## src/rtl/activation_pipe.sv

```systemverilog
// Per-lane activation (pass / ReLU / leaky ReLU / leaky-ReLU derivative) on LANES signed fixed-point words.
// Two-stage valid/ready pipeline: S1 holds operands and full products, S2 holds rounded, saturated results.
module activation_pipe #(
    parameter int WIDTH = 16,
    parameter int FRAC  = 8,
    parameter int LANES = 4
) (
    input  logic                      clk,
    input  logic                      rst,
    input  logic                      valid_in,
    output logic                      ready_out,
    input  logic [1:0]                mode_in,
    input  logic signed [WIDTH-1:0]   leak_in,
    input  logic [LANES*WIDTH-1:0]    data_in,
    output logic                      valid_out,
    input  logic                      ready_in,
    output logic [LANES*WIDTH-1:0]    data_out,
    output logic [LANES-1:0]          sat_out
);
    localparam int PW = 2 * WIDTH;
    localparam logic signed [PW-1:0]    MAXV = {{(WIDTH+1){1'b0}}, {(WIDTH-1){1'b1}}};
    localparam logic signed [PW-1:0]    MINV = {{(WIDTH+1){1'b1}}, {(WIDTH-1){1'b0}}};
    localparam logic signed [PW-1:0]    RND  = {{(PW-1){1'b0}}, 1'b1} << (FRAC - 1);
    localparam logic signed [WIDTH-1:0] ONE  = {{(WIDTH-1){1'b0}}, 1'b1} << FRAC;

    logic                    advance;
    logic                    s1_vld;
    logic [1:0]              s1_mode;
    logic signed [WIDTH-1:0] s1_leak;
    logic signed [WIDTH-1:0] s1_x    [LANES];
    logic signed [PW-1:0]    s1_prod [LANES];

    logic [LANES*WIDTH-1:0]  res;
    logic [LANES-1:0]        sat;
    logic signed [PW-1:0]    rnd;
    logic signed [WIDTH-1:0] lane;

    // Stall is purely a function of the output register, never of valid_in.
    assign advance   = !valid_out || ready_in;
    assign ready_out = advance;

    always_ff @(posedge clk or posedge rst) begin
        if (rst) begin
            s1_vld  <= 1'b0;
            s1_mode <= '0;
            s1_leak <= '0;
            for (int i = 0; i < LANES; i++) begin
                s1_x[i]    <= '0;
                s1_prod[i] <= '0;
            end
        end else if (advance) begin
            s1_vld  <= valid_in;
            s1_mode <= mode_in;
            s1_leak <= leak_in;
            for (int i = 0; i < LANES; i++) begin
                s1_x[i]    <= $signed(data_in[i*WIDTH +: WIDTH]);
                s1_prod[i] <= PW'($signed(data_in[i*WIDTH +: WIDTH])) * PW'(leak_in);
            end
        end
    end

    always_comb begin
        res  = '0;
        sat  = '0;
        rnd  = '0;
        lane = '0;
        for (int i = 0; i < LANES; i++) begin
            rnd = (s1_prod[i] + RND) >>> FRAC;
            case (s1_mode)
                2'd0: lane = s1_x[i];
                2'd1: lane = s1_x[i][WIDTH-1] ? '0 : s1_x[i];
                2'd2: begin
                    if (!s1_x[i][WIDTH-1]) begin
                        lane = s1_x[i];
                    end else if (rnd > MAXV) begin
                        lane   = MAXV[WIDTH-1:0];
                        sat[i] = 1'b1;
                    end else if (rnd < MINV) begin
                        lane   = MINV[WIDTH-1:0];
                        sat[i] = 1'b1;
                    end else begin
                        lane = rnd[WIDTH-1:0];
                    end
                end
                default: lane = s1_x[i][WIDTH-1] ? s1_leak : ONE;
            endcase
            res[i*WIDTH +: WIDTH] = lane;
        end
    end

    // Bubbles load zeros so the outputs read as 0 whenever valid_out is low.
    always_ff @(posedge clk or posedge rst) begin
        if (rst) begin
            valid_out <= 1'b0;
            data_out  <= '0;
            sat_out   <= '0;
        end else if (advance) begin
            valid_out <= s1_vld;
            data_out  <= s1_vld ? res : '0;
            sat_out   <= s1_vld ? sat : '0;
        end
    end
endmodule
```

## config.mk

```make
export PLATFORM = sky130hd
export DESIGN_NAME = activation_pipe
export DESIGN_NICKNAME = d
export VERILOG_FILES = /design/src/rtl/activation_pipe.sv
export SDC_FILE = /design/constraint.sdc
export NUM_CORES = 2
export LEC_CHECK = 0
export BUFFER_PORTS_ARGS = -buffer_cell sky130_fd_sc_hd__buf_2
export CAP_MARGIN = 20
export CORE_MARGIN = 2
export CORE_UTILIZATION = 30
export DETAILED_ROUTE_END_ITERATION = 8
export GPL_TIMING_DRIVEN = 1
export SLEW_MARGIN = 15
export SYNTH_ARGS = -nofsm -noshare
export SYNTH_HDL_FRONTEND = slang
export SYNTH_SLANG_ARGS = --single-unit
```

## constraint.sdc

```tcl
create_clock -name clk -period 7.8 [get_ports clk]
set_input_delay 0.39 -clock clk [delete_from_list [all_inputs] [get_ports clk]]
set_output_delay 0.39 -clock clk [all_outputs]
set_load 0.01 [all_outputs]
```

==> summary.md <==
| Metric | Value |
|---|---|
| Data required, critical path | roughly 8.3 ns |
| CTS tree | done |
| Routed wire per std cell | 18.8 um |
| Worst path arrival time | 7.14 ns |
| Most common cell after layout, fill and taps aside | inv_1 |
| IO Count | 156 |
| Status | completed |
| Initial antenna violation count | 40 |
| Synth Register Bits | 252 |
| Die width | 417 um |
| R2r startpoint | s1_prod[8]$_DFFE_PP0P_ |
| Clock-pin slew on the worst setup and hold paths | about 0.070 ns |
| Inserted Clock Buffers | 27 |
| Detailed-route via count | 38400 |
| Crit path from | leak_in[5] |
| WL final | 149000 um |
| # H-tree levels | 1 |
| Post-CTS resize count | 0 |
| Critical path type | in2reg |
| Slew HR | 0.300 |
| Num rows | roughly 150 |
| Largest net degree at the start of global routing | 176 |
| Max-cap violations | 0 |
| Initial Utilization | 0.302 |
| Hold Crit Class | in2reg |
| Antenna viol nets, final | 0 |
| Worst skew pair latency | 0.62 ns |
| Area of the core | 169000 um2 |
| Slew @ Worst Pin | 1.05 ns |
| Most frequent cells in the layout | inv_1, fa_1, nand2_1, and2_1, ha_1 |
| Crit path time final | 6.65 ns |
| First-pass GRT wire length | ~240000 um |
| CTS root buffer | clkbuf_16 |
| First-iteration detailed-routing DRC count | 2693 |
| Avg Vias per Cell | 4.86 |
| Clock sink count | 252 |
| Final period util | 0.853 |
| Setup_tns | 0 ns |
| Total GRT Usage | 0.176 |
| Post-DP HPWL | between 100000 and 150000 um |
| Chip height | roughly 420 um |
| Post-synth EDFFs | 0 |
| RSZ-0062 raised after global routing | no |
| Clk buf depth | 3 |
| Routability cong. | between 0.8 and 0.9 |
| Total Die Area | 174000 um2 |
| Vias in the first global route | just over 40000 |
| Clock Skew | 0.0188 ns |
| Slew Limit Fails | 0 |
| Sequential fraction of the synthesis area | 0.123 |
| Final setup fails | 0 |
| DRT Pass-1 Iters | 7 |
| Synth unique cells | 85 |
| Post-Synthesis Cells | 5675 |
| Synth Net Count | 7125 |
| Primary FF master, synth | dfrtp_1 |
| Fin nets | 7098 |
| Async SR Flop Fraction | 1.00 |
| Post-route DRC | 0 |
| Max Fclk | about 150 MHz |
| Ys Warns | 0 |
| Grt ovf | 0 |
| Crit. End Element | flop |
| Endpoints failing hold | 0 |
| Mapped cell area | 51100 um2 |
| Syn-to-layout area delta | 8.13% |
| CP startpoint kind | input port |
| Syn Area/Cell | about 9 um2 |
| Port bufs | around 160 |
| Share of cells above drive strength 1 | 0.0533 |
| Hold_sp | data_in[34] |
| CP Max Fanout | 37 |
==> Yosys cell counts (38+ instances only) <==
cell	n	area (um2)
a21o_1	40	300
a21oi_1	198	991
and2_1	493	3080
clkbuf_1	255	957
dfrtp_1	252	6310
fa_1	1044	20900
ha_1	320	4000
inv_1	1145	4300
nand2_1	892	3350
nand3_1	60	300
nand4_1	47	294
nor2_1	182	683
nor3_1	38	190
o21ai_0	127	636
xnor2_1	124	1090
xor2_1	67	587
==> logic make-up (layout without fill, tap and decap cells) <==
family,count (synthesis),in the layout,share of synthesized area
other,0,16,0
AOI/OAI and AO/OA,591,591,0.0742
DFF,252,252,0.123
and+or+nand+nor,1845,1845,0.174
xor gates and xnor gates,191,191,0.0328
buffers and inverters,1418,1410,0.105
adders and majority gates,1364,1364,0.488
muxes,14,14,0.00282
==> per-stage QoR <==
step                hold WS (ns)   util  setup WS [ns]  cells  cell area, um2
finish                     0.199  0.326           1.15   7901           55200
global route               0.195  0.326          0.651   7897           55200
CTS                        0.162  0.326           1.18   7885           55200
detailed placement         0.458  0.320          0.535   7833           54100
global placement           0.449  0.320          0.553   7832           54100
floorplan                  0.432      -          0.482   5675           51100
==> worst max-delay path, cell delays in order <==
cell	delay (ns)
buf_2	0.62
and2_1	0.25
fa_1	0.42
inv_1	0.08
fa_1	0.43
fa_1	0.50
fa_1	0.57
inv_1	0.06
fa_1	0.49
inv_1	0.05
fa_1	0.48
inv_1	0.04
ha_1	0.31
o21ai_0	0.22
nor2_1	0.09
o41ai_1	0.50
nand4_1	0.18
a31oi_1	0.42
o31ai_1	0.22
a21o_1	0.24
a2111oi_0	0.39
nor3_1	0.09
==> layout make-up <==
| type | count | area, um2 |
|---|---|---|
| multi-input combinational | 4005 | 39400 |
| clock inverter | 14 | 250 |
| tap | 2218 | 2780 |
| sequential | 252 | 6310 |
| antenna | 16 | 40.0 |
| fill | 17600 | 114000 |
| clock buffer | 34 | 772 |
| inverter | 1146 | 4310 |
| timing repair buffer | 216 | 1340 |
==> worst paths after layout <==
check	endpoint	slack [ns]	depth (start not counted)
max in group asynchronous	data_out[60]$_DFFE_PP0P_	5.85	4
min in group asynchronous	data_out[26]$_DFFE_PP0P_	0.40	3
hold / removal	s1_x[18]$_DFFE_PP0P_	0.20	3
setup / recovery	s1_prod[126]$_DFFE_PP0P_	1.15	22
setup reg to reg	data_out[57]$_DFFE_PP0P_	4.18	10
hold reg to reg	s1_x[19]$_DFFE_PP0P_	0.47	2
==> per-layer routing <==
| layer | global-route usage | share of wire | wire length (um) |
|---|---|---|---|
| met5 | 0 | 0.00083 | 123 |
| met4 | 0.0688 | 0.042 | 6230 |
| met3 | 0.0228 | 0.059 | 8800 |
| met2 | 0.292 | 0.47 | 70400 |
| met1 | 0.234 | 0.43 | 63200 |
==> flip-flops by register name, summed over array words and instances (netlist names) <==
register,count
s1_prod,100
data_out,64
s1_x,64
s1_leak,16
sat_out,4
s1_mode,2
s1_vld,1
valid_out,1
==> timing repair <==
item | CTS | global route
buffers inserted | 0 | 0
hold buffers | 4 | 0
endpoints found under the hold margin | 103 | 0
Power is left out: the tool's default activity adds up to more than one toggle a clock period on the data nets, which glitch-free logic cannot reach.
